**src/rtl/tm1637_pkg.sv**
```systemverilog
// Shared op codes, TM1637 command bytes and state encodings for the
// display frame sequencer and its command issuer.
package tm1637_pkg;

    typedef enum logic [1:0] {
        OP_START = 2'd0,
        OP_BYTE  = 2'd1,
        OP_STOP  = 2'd2
    } op_e;

    localparam logic [7:0] CMD_DATA_AUTOINC = 8'h40;
    localparam logic [7:0] CMD_ADDR0        = 8'hC0;
    localparam logic [7:0] CMD_DISP_BASE    = 8'h80;

    typedef enum logic [3:0] {
        S_IDLE       = 4'd0,
        S_P1_START   = 4'd1,
        S_P1_CMD     = 4'd2,
        S_P1_STOP    = 4'd3,
        S_P2_START   = 4'd4,
        S_P2_ADDR    = 4'd5,
        S_P2_DIGIT   = 4'd6,
        S_P2_STOP    = 4'd7,
        S_P3_START   = 4'd8,
        S_P3_CTRL    = 4'd9,
        S_P3_STOP    = 4'd10,
        S_ABORT_STOP = 4'd11,
        S_DONE       = 4'd12
    } state_e;

    typedef enum logic [1:0] {
        PH_IDLE  = 2'd0,
        PH_ISSUE = 2'd1,
        PH_WAIT  = 2'd2
    } phase_e;

    function automatic op_e op_for_state(input state_e st);
        case (st)
            S_P1_START, S_P2_START, S_P3_START:         op_for_state = OP_START;
            S_P1_CMD, S_P2_ADDR, S_P2_DIGIT, S_P3_CTRL: op_for_state = OP_BYTE;
            default:                                    op_for_state = OP_STOP;
        endcase
    endfunction

    function automatic logic is_op_state(input state_e st);
        is_op_state = (st != S_IDLE) && (st != S_DONE);
    endfunction

endpackage

```
**src/rtl/tm1637_cmd_issuer.sv**
```systemverilog
// Runs the ISSUE/WAIT handshake for one engine operation and watches for a
// missing completion; reports ok, nack or timeout as single-cycle pulses.
module tm1637_cmd_issuer
    import tm1637_pkg::*;
#(
    parameter int TIMEOUT_CYCLES = 4095
) (
    input  logic       clk,
    input  logic       rst,
    input  logic       launch_i,
    input  op_e        launch_op_i,
    input  logic [7:0] launch_byte_i,
    output logic       cmd_valid_o,
    output op_e        cmd_op_o,
    output logic [7:0] cmd_byte_o,
    input  logic       cmd_ready_i,
    input  logic       cmd_done_i,
    input  logic       cmd_nack_i,
    output logic       res_ok_o,
    output logic       res_nack_o,
    output logic       res_timeout_o
);
    localparam int WW = $clog2(TIMEOUT_CYCLES + 1);

    phase_e        phase_q, phase_d;
    logic          valid_q, valid_d;
    op_e           op_q, op_d;
    logic [7:0]    byte_q, byte_d;
    logic          is_byte_q, is_byte_d;
    logic [WW-1:0] wdog_q, wdog_d;

    // Handshake phases, watchdog and result decode; a new launch always wins.
    always_comb begin
        phase_d       = phase_q;
        valid_d       = valid_q;
        op_d          = op_q;
        byte_d        = byte_q;
        is_byte_d     = is_byte_q;
        wdog_d        = wdog_q;
        res_ok_o      = 1'b0;
        res_nack_o    = 1'b0;
        res_timeout_o = 1'b0;
        case (phase_q)
            PH_ISSUE: begin
                if (cmd_ready_i) begin
                    phase_d = PH_WAIT;
                    valid_d = 1'b0;
                    op_d    = OP_START;
                    byte_d  = 8'h00;
                    wdog_d  = {WW{1'b0}};
                end else begin
                    valid_d = 1'b1;
                end
            end
            PH_WAIT: begin
                // A completion arriving on the threshold cycle still counts.
                if (cmd_done_i) begin
                    phase_d = PH_IDLE;
                    if (is_byte_q && cmd_nack_i) begin
                        res_nack_o = 1'b1;
                    end else begin
                        res_ok_o = 1'b1;
                    end
                end else if (wdog_q == WW'(TIMEOUT_CYCLES - 1)) begin
                    phase_d       = PH_IDLE;
                    res_timeout_o = 1'b1;
                end else begin
                    wdog_d = wdog_q + WW'(1);
                end
            end
            default: phase_d = PH_IDLE;
        endcase
        if (launch_i) begin
            phase_d   = PH_ISSUE;
            valid_d   = 1'b1;
            op_d      = launch_op_i;
            byte_d    = launch_byte_i;
            is_byte_d = (launch_op_i == OP_BYTE);
        end else begin
            is_byte_d = is_byte_d;
        end
    end

    // Phase, command output and watchdog registers.
    always_ff @(posedge clk) begin
        if (rst) begin
            phase_q   <= PH_IDLE;
            valid_q   <= 1'b0;
            op_q      <= OP_START;
            byte_q    <= 8'h00;
            is_byte_q <= 1'b0;
            wdog_q    <= {WW{1'b0}};
        end else begin
            phase_q   <= phase_d;
            valid_q   <= valid_d;
            op_q      <= op_d;
            byte_q    <= byte_d;
            is_byte_q <= is_byte_d;
            wdog_q    <= wdog_d;
        end
    end

    assign cmd_valid_o = valid_q;
    assign cmd_op_o    = op_q;
    assign cmd_byte_o  = byte_q;

endmodule

```
**src/rtl/tm1637_frame_sequencer.sv**
```systemverilog
// Sequences one TM1637 refresh (data mode, address + digits, display control)
// as START/BYTE/STOP ops, with one coalescing pending update slot.
module tm1637_frame_sequencer
    import tm1637_pkg::*;
#(
    parameter int NUM_DIGITS     = 4,
    parameter int TIMEOUT_CYCLES = 4095
) (
    input  logic                    clk,
    input  logic                    rst,
    input  logic                    upd_req,
    input  logic [8*NUM_DIGITS-1:0] upd_digits,
    input  logic [2:0]              upd_bright,
    input  logic                    upd_on,
    output logic                    upd_busy,
    output logic                    upd_done,
    output logic                    upd_err,
    output logic                    cmd_valid,
    output logic [1:0]              cmd_op,
    output logic [7:0]              cmd_byte,
    input  logic                    cmd_ready,
    input  logic                    cmd_done,
    input  logic                    cmd_nack,
    output logic [3:0]              dbg_state
);
    localparam int IW = $clog2(NUM_DIGITS + 1);

    state_e                  state_q, state_d;
    logic [IW-1:0]           idx_q, idx_d;
    logic [8*NUM_DIGITS-1:0] dig_q, dig_d, pdig_q, pdig_d;
    logic [2:0]              bright_q, bright_d, pbright_q, pbright_d;
    logic                    on_q, on_d, pon_q, pon_d;
    logic                    pend_q, pend_d;
    logic                    err_q, err_d;
    logic                    busy_q, done_q;
    logic                    go_s, launch_s;
    op_e                     launch_op_s, cmd_op_s;
    logic [7:0]              launch_byte_s;
    logic                    res_ok_s, res_nack_s, res_timeout_s;

    // Frame FSM: request capture, op sequencing, abort handling and pending slot.
    always_comb begin
        state_d   = state_q;
        idx_d     = idx_q;
        dig_d     = dig_q;
        bright_d  = bright_q;
        on_d      = on_q;
        pend_d    = pend_q;
        pdig_d    = pdig_q;
        pbright_d = pbright_q;
        pon_d     = pon_q;
        err_d     = err_q;
        go_s      = 1'b0;
        if (upd_req && (state_q != S_IDLE) && (state_q != S_DONE)) begin
            pend_d    = 1'b1;
            pdig_d    = upd_digits;
            pbright_d = upd_bright;
            pon_d     = upd_on;
        end else begin
            pend_d = pend_d;
        end
        case (state_q)
            S_IDLE: begin
                if (upd_req) begin
                    dig_d    = upd_digits;
                    bright_d = upd_bright;
                    on_d     = upd_on;
                    err_d    = 1'b0;
                    state_d  = S_P1_START;
                    go_s     = 1'b1;
                end else begin
                    state_d = S_IDLE;
                end
            end
            S_DONE: begin
                // A request in this very cycle is newer than the pending slot.
                pend_d = 1'b0;
                if (upd_req) begin
                    dig_d    = upd_digits;
                    bright_d = upd_bright;
                    on_d     = upd_on;
                    err_d    = 1'b0;
                    state_d  = S_P1_START;
                    go_s     = 1'b1;
                end else if (pend_q) begin
                    dig_d    = pdig_q;
                    bright_d = pbright_q;
                    on_d     = pon_q;
                    err_d    = 1'b0;
                    state_d  = S_P1_START;
                    go_s     = 1'b1;
                end else begin
                    state_d = S_IDLE;
                end
            end
            default: begin
                if (res_timeout_s) begin
                    err_d   = 1'b1;
                    state_d = S_DONE;
                end else if (res_nack_s) begin
                    err_d   = 1'b1;
                    state_d = S_ABORT_STOP;
                    go_s    = 1'b1;
                end else if (res_ok_s) begin
                    go_s = 1'b1;
                    case (state_q)
                        S_P1_START: state_d = S_P1_CMD;
                        S_P1_CMD:   state_d = S_P1_STOP;
                        S_P1_STOP:  state_d = S_P2_START;
                        S_P2_START: state_d = S_P2_ADDR;
                        S_P2_ADDR: begin
                            state_d = S_P2_DIGIT;
                            idx_d   = {IW{1'b0}};
                        end
                        S_P2_DIGIT: begin
                            if (idx_q == IW'(NUM_DIGITS - 1)) begin
                                state_d = S_P2_STOP;
                            end else begin
                                idx_d = idx_q + IW'(1);
                            end
                        end
                        S_P2_STOP:    state_d = S_P3_START;
                        S_P3_START:   state_d = S_P3_CTRL;
                        S_P3_CTRL:    state_d = S_P3_STOP;
                        S_P3_STOP:    state_d = S_DONE;
                        S_ABORT_STOP: state_d = S_DONE;
                        default:      state_d = S_IDLE;
                    endcase
                end else begin
                    state_d = state_q;
                end
            end
        endcase
    end

    // Op and byte handed to the issuer when entering (or re-entering) an op state.
    always_comb begin
        launch_s    = go_s && is_op_state(state_d);
        launch_op_s = op_for_state(state_d);
        case (state_d)
            S_P1_CMD:   launch_byte_s = CMD_DATA_AUTOINC;
            S_P2_ADDR:  launch_byte_s = CMD_ADDR0;
            S_P2_DIGIT: launch_byte_s = 8'(dig_q >> {idx_d, 3'b000});
            S_P3_CTRL:  launch_byte_s = CMD_DISP_BASE | {4'b0000, on_q, bright_q};
            default:    launch_byte_s = 8'h00;
        endcase
    end

    // State, working/pending data and registered status outputs.
    always_ff @(posedge clk) begin
        if (rst) begin
            state_q   <= S_IDLE;
            idx_q     <= {IW{1'b0}};
            dig_q     <= {(8*NUM_DIGITS){1'b0}};
            bright_q  <= 3'd0;
            on_q      <= 1'b0;
            pend_q    <= 1'b0;
            pdig_q    <= {(8*NUM_DIGITS){1'b0}};
            pbright_q <= 3'd0;
            pon_q     <= 1'b0;
            err_q     <= 1'b0;
            busy_q    <= 1'b0;
            done_q    <= 1'b0;
        end else begin
            state_q   <= state_d;
            idx_q     <= idx_d;
            dig_q     <= dig_d;
            bright_q  <= bright_d;
            on_q      <= on_d;
            pend_q    <= pend_d;
            pdig_q    <= pdig_d;
            pbright_q <= pbright_d;
            pon_q     <= pon_d;
            err_q     <= err_d;
            busy_q    <= (state_d != S_IDLE);
            done_q    <= (state_d == S_DONE);
        end
    end

    tm1637_cmd_issuer #(
        .TIMEOUT_CYCLES (TIMEOUT_CYCLES)
    ) u_issuer (
        .clk           (clk),
        .rst           (rst),
        .launch_i      (launch_s),
        .launch_op_i   (launch_op_s),
        .launch_byte_i (launch_byte_s),
        .cmd_valid_o   (cmd_valid),
        .cmd_op_o      (cmd_op_s),
        .cmd_byte_o    (cmd_byte),
        .cmd_ready_i   (cmd_ready),
        .cmd_done_i    (cmd_done),
        .cmd_nack_i    (cmd_nack),
        .res_ok_o      (res_ok_s),
        .res_nack_o    (res_nack_s),
        .res_timeout_o (res_timeout_s)
    );

    assign cmd_op    = cmd_op_s;
    assign upd_busy  = busy_q;
    assign upd_done  = done_q;
    assign upd_err   = err_q;
    assign dbg_state = state_q;

endmodule

```
**config.mk**
```make
export PLATFORM = sky130hd
export DESIGN_NAME = tm1637_frame_sequencer
export DESIGN_NICKNAME = d
export VERILOG_FILES = /design/src/rtl/tm1637_pkg.sv /design/src/rtl/tm1637_cmd_issuer.sv /design/src/rtl/tm1637_frame_sequencer.sv
export SDC_FILE = /design/constraint.sdc
export NUM_CORES = 1
export LEC_CHECK = 0
export BUFFER_PORTS_ARGS = -buffer_cell sky130_fd_sc_hd__buf_4
export CAP_MARGIN = 40
export CORE_ASPECT_RATIO = 0.6
export CORE_UTILIZATION = 30
export CTS_CLUSTER_DIAMETER = 60
export CTS_CLUSTER_SIZE = 12
export DETAILED_ROUTE_END_ITERATION = 8
export PLACE_DENSITY = 0.49
export SLEW_MARGIN = 20
export SYNTH_ARGS = -nofsm -noshare
export SYNTH_HDL_FRONTEND = slang
export SYNTH_SLANG_ARGS = --single-unit
```
**constraint.sdc**
```tcl
create_clock -name clk -period 3.24 [get_ports clk]
set_clock_uncertainty 0.15 [all_clocks]
set_input_delay 0.486 -clock clk [delete_from_list [all_inputs] [get_ports clk]]
set_output_delay 0.486 -clock clk [all_outputs]
set_load 0.01 [all_outputs]
```
## After elaboration in Yosys (flattened, before gate mapping)

Cells that the tools add are included.

| cells by class | value |
|---|---|
| add/sub/neg operators | 2 |
| eq/ne operators | 35 |
| shifts and indexed selects | 1 |
| multiplexer cells | 69 |
| reductions and logical operators | 25 |

Operator list:

| cell | count |
|---|---|
| 2-to-1 mux 32 bit | 3 |
| one-hot mux 32 bit (2 select lines) | 1 |
| one-hot mux 4 bit (10 select lines) | 1 |
| 2-to-1 mux 12 bit | 3 |
| == test 4 bit (second input constant) | 8 |
| one-hot mux 8 bit (4 select lines) | 1 |
| >> shifter 32 x 6 -> 8 bit | 1 |
| 2-to-1 mux 1 bit | 30 |
| == test 4 x 3 -> 1 bit (second input constant) | 7 |
| 2-to-1 mux 3 bit | 8 |
| 2-to-1 mux 8 bit | 3 |
| one-hot mux 12 bit (2 select lines) | 1 |
| 2-to-1 mux 4 bit | 4 |
| adder 12 x 1 -> 12 bit (second input constant) | 1 |
| == test 12 bit (second input constant) | 1 |
| == test 4 x 2 -> 1 bit (second input constant) | 3 |
| 2-to-1 mux 2 bit | 6 |
| one-hot mux 3 bit (2 select lines) | 2 |
| nonzero test 4 bit | 3 |
| == test 4 x 1 -> 1 bit (second input constant) | 2 |
| inequality test 2 bit (second input constant) | 4 |
| inequality test 4 bit (second input constant) | 2 |
| one-hot mux 2 bit (2 select lines) | 2 |
| one-hot mux 4 bit (2 select lines) | 1 |
| other kinds (17) | 34 |

| word-level totals | value |
|---|---|
| register bits | 109 |
| input port bits | 42 |
| output and inout bits | 18 |
| word-level logic and storage cells | 151 |

## Longest topological paths before layout

Gate-level depths: netlist of the first run.

| logic depth | value |
|---|---|
| word-level depth | 13 |
| gate-level depth with buffers | 10 |

## Cells and area by module

Synthesis of the first run repeated with hierarchy kept, for this count alone.

| second synthesis, totals | value |
|---|---|
| cells, all modules | 645 |
| area, all modules | 5393.9 µm² |

Modules (own cells, without submodules):

| module | times used | cells an instance | area each (µm²) |
|---|---|---|---|
| tm1637_frame_sequencer | 1 | 494 | 4115.2 |
| tm1637_cmd_issuer | 1 | 151 | 1278.7 |

## Worst setup path after synthesis of the first run

Ideal clock, no wire load.

| path | value |
|---|---|
| path kind | input -> register |
| from | input port cmd_done |
| to | register u_issuer.is_byte_q |
| arrival time | 2.144 ns |
| setup slack | 0.829 ns |
| stages on the path | 8 |
| path buffers | 1 |
| path through | or3b_4 > nor4_1 > nand2_1 > and2_1 > buf_2 > xnor2_2 > a31o_2 > a32o_1 |

| on the way | value |
|---|---|
| word-level cells in the longest chain between the ends | 10 |
| elaborated cells on any way between the ends | 29 |
| classes of those cells | eq/ne: 9; mux: 15; reduce/logical: 5 |

Ends and longest elaborated chain:

| item | RTL line | RTL |
|---|---|---|
| from (decl) | tm1637_frame_sequencer.sv:22 | `input logic cmd_done,` |
| 2-to-1 mux 1 bit | tm1637_cmd_issuer.sv:57 | `if (cmd_done_i) begin` |
| 2-to-1 mux 1 bit | tm1637_cmd_issuer.sv:43 | `case (phase_q)` |
| 2-to-1 mux 4 bit | tm1637_frame_sequencer.sv:104 | `end else if (res_ok_s) begin` |
| 2-to-1 mux 4 bit | tm1637_frame_sequencer.sv:100 | `end else if (res_nack_s) begin` |
| 2-to-1 mux 4 bit | tm1637_frame_sequencer.sv:97 | `if (res_timeout_s) begin` |
| one-hot mux 4 bit (2 select lines) | tm1637_frame_sequencer.sv:62 | `case (state_q)` |
| == test 4 bit (tied with other cells) | tm1637_pkg.sv:38 | `case (st)` |
| OR reduction 4 bit or OR reduction 3 bit (tied branches) | tm1637_pkg.sv:38 |  |
| one-hot mux 2 bit (2 select lines) | tm1637_pkg.sv:38 |  |
| == test 2 x 1 -> 1 bit | tm1637_cmd_issuer.sv:78 | `is_byte_d = (launch_op_i == OP_BYTE);` |
| to (signal assigned) | tm1637_cmd_issuer.sv:98 | `is_byte_q <= is_byte_d;` |
| to (decl) | tm1637_cmd_issuer.sv:29 | `logic is_byte_q, is_byte_d;` |

Parallel ways exist; a longest one is shown, timed or not.
A chain may end at the register's enable or synchronous reset.

## Final worst setup path of the first run

| path | value |
|---|---|
| from | register state_q[2] (netlist: dbg_state[2]) |
| to | register u_issuer.byte_q[3] (netlist: u_issuer.cmd_byte_o[3]) |

| on the way | value |
|---|---|
| word-level cells in the longest chain between the ends | 12 |
| elaborated cells on any way between the ends | 41 |
| classes of those cells | eq/ne: 17; shift: 1; mux: 14; reduce/logical: 9 |

Ends and longest elaborated chain:

| item | RTL line | RTL |
|---|---|---|
| from (decl) | tm1637_frame_sequencer.sv:28 | `state_e state_q, state_d;` |
| from (signal assigned) | tm1637_frame_sequencer.sv:165 | `state_q <= state_d;` |
| branches (longest 12 deep; another with >> shifter 32 x 6 -> 8 bit) | -- |  |
| to (signal assigned) | tm1637_cmd_issuer.sv:97 | `byte_q <= byte_d;` |
| to (decl) | tm1637_cmd_issuer.sv:28 | `logic [7:0] byte_q, byte_d;` |

Several ways; the timed one is not identified.

==> results.cfg, run 1 <==
[global_routing]
antenna_found_initial = 0
grt_use_total_pct = 18.0
overflow = 0
grt_pass1_vias = 4305
grt_pass1_wl_um = 24100
grt_max_degree = 73

[die]
die_area_um2 = 17700
die_h_um = 103
num_rows = 36
ios = 60
fp.coreArea_um2 = 16500
initial_utilization_pct = 31.1
die_x_um = 171

[critical_path]
cp-start-kind = flip-flop
crit_fanout = 14
rr_worst_depth = 7
reg2reg_slack_ps = 490
cp-end-kind = flip-flop
cp_cell_sequence = xnor2_1 -> a22oi_1 -> o21a_1 -> nor4b_1 -> and4_1 -> a22oi_1 -> o21ai_1
max_stage_delay_ps = 670
cp_slowest_cell = dfxtp_1
startpoint = dbg_state[2]
crit_top_cell = a22oi_1
arrival_ps = 2820
required_ps = 3310
endpoint = u_issuer.cmd_byte_o[3]
worst-setup-path-type = reg -> reg
r2r-end = u_issuer.cmd_byte_o[3]
rr_startpoint = dbg_state[2]

[detailed_routing]
dr.pass1.iters = 5
viasPerCell = 5.34
wirelength_um = 15500
drt_iter0_drc = 414
avgRoutedWirePerCell_um = 17.3
post-route-drc-count = 0
num_vias = 4792
postRouteAntennaNets = 0

[layout]
final_cell_mix = 137 x nand2_1, 109 x dfxtp_1, 73 x buf_4
drive_gt1_share_pct = 17.2
nFillCells = 1714
layout_commonest_cell = nand2_1
area_growth_pct = 18.7
nets = 709
antenna_cells_inserted = 0
fin_area_um2 = 6090

[synth]
yosys_warnings = 0
avgSynthCellArea_um2 = 8.17
synth_cell_types = 67
synth-async-reset-ratio_pct = 0
synth_ff_type = dfxtp_1
syn_area_um2 = 5130
syn_inst = 628
synth_edf_count = 0
syn-num-nets = 673
synth_seq_cells = 109
ys_seq_area_share_pct = 42.5

[cts]
cts_buffer_depth = 2
cts_max_level = 3
clk_latency_ps = 350
cts_hold_buffers = 0
cts_resized = 0
cts_sinks = 109
cts_tree = built
cts_buffers = 9
clkTransAtPathRegs_ps = 80
post-cts-setup-buffers = 0
cts_root_buffer = clkbuf_16

[timing]
setup_violations = 0
setup_ws_ps = 491
max_slew_margin_pct = 50.8
fmax_ghz = 0.364
tightest_slew_ps = 738
drv_slew = 0
tns_ps = 0
rsz0062_at_grt = false
hold_viol = 0
post-route-period-util_pct = 84.8
post-route-min-period_ps = 2750

[status]
status = finished clean

[place]
dpl_worst_slack_ps = 527
globalplace.congestion = 0.876
port_buffers = 59
hpwl_um = 10800
dpl_cell_area_um2 = 5770

[power_and_ir_drop]
totalPowerFinal_mw = 2.91
total_leakage_power_nw = 2.24
ir_drop_uv = 214
power_density_nw_per_um2 = 477

[worst_hold_path]
hold_path_class = in -> reg

[run]
maxCapViolCount = 0
-- critical path: cells and delay by family (launching register included) --
family	cells	cell delay, ps
XOR/XNOR	1	180
AND/OR/NAND/NOR	2	430
AO/OA/AOI/OAI	4	1190
flip-flops	1	670
-- routing by layer --
metal / routed length (um) / track usage (%)
met5: 0 / 0
met4: 169 / 4.33
met3: 1000 / 3.58
met2: 6470 / 26.5
met1: 7860 / 26.6
-- logic make-up after synthesis --
family	share of synthesized area, %
AOI/OAI and AO/OA	19.8
xor gates and xnor gates	2.36
adders and majority gates	0.731
buffers and inverters	4.39
DFF	42.5
muxes	3.58
and+or+nand+nor	26.6
-- synth_stat cells (7+ instances only) --
library cell / n / area, um2
a21oi_1: 48 / 240
o21ai_0: 14 / 70.1
clkbuf_1: 35 / 131
nand2_1: 137 / 514
nor2_1: 67 / 251
mux4_2: 7 / 158
nand3_1: 42 / 210
buf_2: 9 / 45.0
a311oi_1: 36 / 315
a22oi_1: 7 / 52.6
xor2_1: 8 / 70.1
dfxtp_1: 109 / 2180
and2_1: 7 / 43.8
-- worst min path at each step --
stage,startpoint,to,depth (start not counted)
detailed placement,pdig_q[4],pdig_q[4],2
global placement,pdig_q[29],pdig_q[29],2
finish,upd_digits[9],pdig_q[9],3
CTS,upd_digits[14],pdig_q[14],3
global route,upd_digits[5],pdig_q[5],3
floorplan,pbright_q[0],pbright_q[0],2
-- area by class of cell --
cell class / count / area [um2] / share of cell area (%)
Clock buffer: 10 / 239 / 3.92
Clock inverter: 6 / 80.1 / 1.31
Inverter: 6 / 22.5 / 0.370
Multi-Input combinational cell: 465 / 2740 / 44.9
Sequential cell: 109 / 2180 / 35.8
Tap cell: 228 / 285 / 4.68
Timing Repair Buffer: 73 / 548 / 9.00
-- report_power, final --
| group | switching, mW | internal, mW |
|---|---|---|
| Combinational | 0.174 | 0.113 |
| Sequential | 0.0444 | 1.40 |
| Clock | 0.540 | 0.637 |
-- stage by stage --
step,util [%],hold slack (ps),cells
CTS,37.0,219,897
global route,37.0,226,897
floorplan,-,287,628
global placement,35.0,292,881
detailed placement,35.0,297,881
finish,37.0,230,897
-- flip-flops by register name (all words and copies together) (netlist names), 2 cells and up --
register and cells:
u_issuer.wdog_q 12, pbright_q 3, u_issuer.cmd_op_o 2, pdig_q 32
bright_q 3, dig_q 32, idx_q 3, u_issuer.cmd_byte_o 8
u_issuer.phase_q 2, dbg_state 4
No activity file was read; power rests on OpenSTA's default activity.
==> inputs of run 2 (changes only) <==
- clock period: 3.24 -> 2.85 ns (I/O delays scaled with it)
==> results.cfg, run 2 (synthesized netlist as in run 1, its figures left out) <==
[status]
status = finished clean

[timing]
max_slew_margin_pct = 50.7
post-route-period-util_pct = 96.1
tightest_slew_ps = 731
hold_viol = 0
setup_violations = 0
rsz0062_at_grt = false
drv_slew = 0
fmax_ghz = 0.365
post-route-min-period_ps = 2740
tns_ps = 0

[worst_hold_path]
worstHoldStart = upd_digits[14]
hold_path_class = in -> reg

[power_and_ir_drop]
switching_power_mw = 0.837
totalPowerFinal_mw = 3.17
ir_drop_uv = 282
clockPowerShare_pct = 37.6
combPwrFrac_pct = 10.6
seqPwrFrac_pct = 51.8
netSwitchingFraction_pct = 26.4
total_leakage_power_nw = 2.26
power_density_nw_per_um2 = 517
intPower_mw = 2.33

[layout]
utilization_pct = 37.1
nets = 712
antenna_cells_inserted = 0
layout_commonest_cell = nand2_1
reg_top3 = dig_q (32), pdig_q (32), u_issuer.wdog_q (12)
area_growth_pct = 19.3
drive_gt1_share_pct = 17.4
final_cell_mix = 137 x nand2_1, 108 x dfxtp_1, 72 x buf_4

[detailed_routing]
drt_iter0_drc = 411
postRouteAntennaNets = 0
avgRoutedWirePerCell_um = 17.3
viasPerCell = 5.19
post-route-drc-count = 0
num_vias = 4663
wirelength_um = 15600
dr.pass1.iters = 5

[critical_path]
arrival_ps = 2820
crit_fanout = 13
rr_startpoint = dbg_state[0]
worst-setup-path-type = reg -> reg
required_ps = 2930
startpoint = dbg_state[0]
cp-end-kind = flip-flop
cp-start-kind = flip-flop

[cts]
cts_root_buffer = clkbuf_16
post-cts-setup-buffers = 0
cts_tree = built
clk_latency_ps = 350
cts_buffers = 9
cts_max_level = 3
clkTransAtPathRegs_ps = 80
cts_sinks = 109
cts_buffer_depth = 2

[die]
die_area_um2 = 17700
initial_utilization_pct = 31.1
die_h_um = 103
ios = 60
die_x_um = 171
fp.coreArea_um2 = 16500
num_rows = 36

[place]
hpwl_um = 11000
port_buffers = 59
globalplace.congestion = 0.877

[global_routing]
grt_use_total_pct = 18.6
antenna_found_initial = 0
grt_max_degree = 75
grt_pass1_wl_um = 25200
grt_pass1_vias = 4327
overflow = 0

[run]
maxCapViolCount = 0
==> run 2: power by group through the flow <==
| stage | clock network [mW] | registers, mW | logic [mW] |
|---|---|---|---|
| 2_1_floorplan | 0 | 1.65 | 0.200 |
| 3_3_place_gp | 0 | 1.67 | 0.333 |
| 3_5_place_dp | 0 | 1.68 | 0.335 |
| 4_1_cts | 1.23 | 1.64 | 0.337 |
| 5_1_grt | 1.29 | 1.65 | 0.372 |
| 6_report | 1.19 | 1.64 | 0.335 |
==> run 2: metal layers <==
metal	vias up	routed length, um	track usage [%]
met1	2227	8240	28.5
met3	8	726	3.58
li1	2308	-	-
met2	120	6550	27.3
met4	0	64	2.68
met5	-	0	0
==> run 2: layout make-up <==
cell class                 count  area [um2]
fill                        1743       10400
multi-input combinational    465        2740
sequential                   109        2180
timing repair buffer          76         621
tap                          228         285
clock buffer                  10         229
clock inverter                 5        46.3
inverter                       6        22.5
==> run 2: path summary, 6_finish.rpt <==
kind | end | slack, ps | cells after the start
worst max-delay path | u_issuer.is_byte_q | 110 | 7
worst min-delay path | pdig_q[14] | 180 | 3
worst max register to register | u_issuer.is_byte_q | 110 | 7
worst min register to register | pdig_q[5] | 310 | 2
==> run 2: stage by stage <==
step	setup WS (ps)	instances	hold WS (ps)	area, um2
2_1_floorplan	463	628	287	5130
3_3_place_gp	201	884	292	5850
3_5_place_dp	185	884	297	5850
4_1_cts	195	899	167	6120
5_1_grt	20.1	899	165	6120
6_report	111	899	178	6120
==> run 2: worst max-delay path: stages, from the launching register on <==
cell and delay (ps):
dfxtp_1 640, nor2b_1 250, a21oi_1 80, o21ai_0 600
a21o_1 150, nand2_1 150, a31o_2 350, a32o_1 260
==> run 2: what timing repair did <==
action | in CTS | in global routing
endpoints found under the setup margin | 0 | 6
hold buffers | 0 | 0
gates resized for setup | 0 | 1
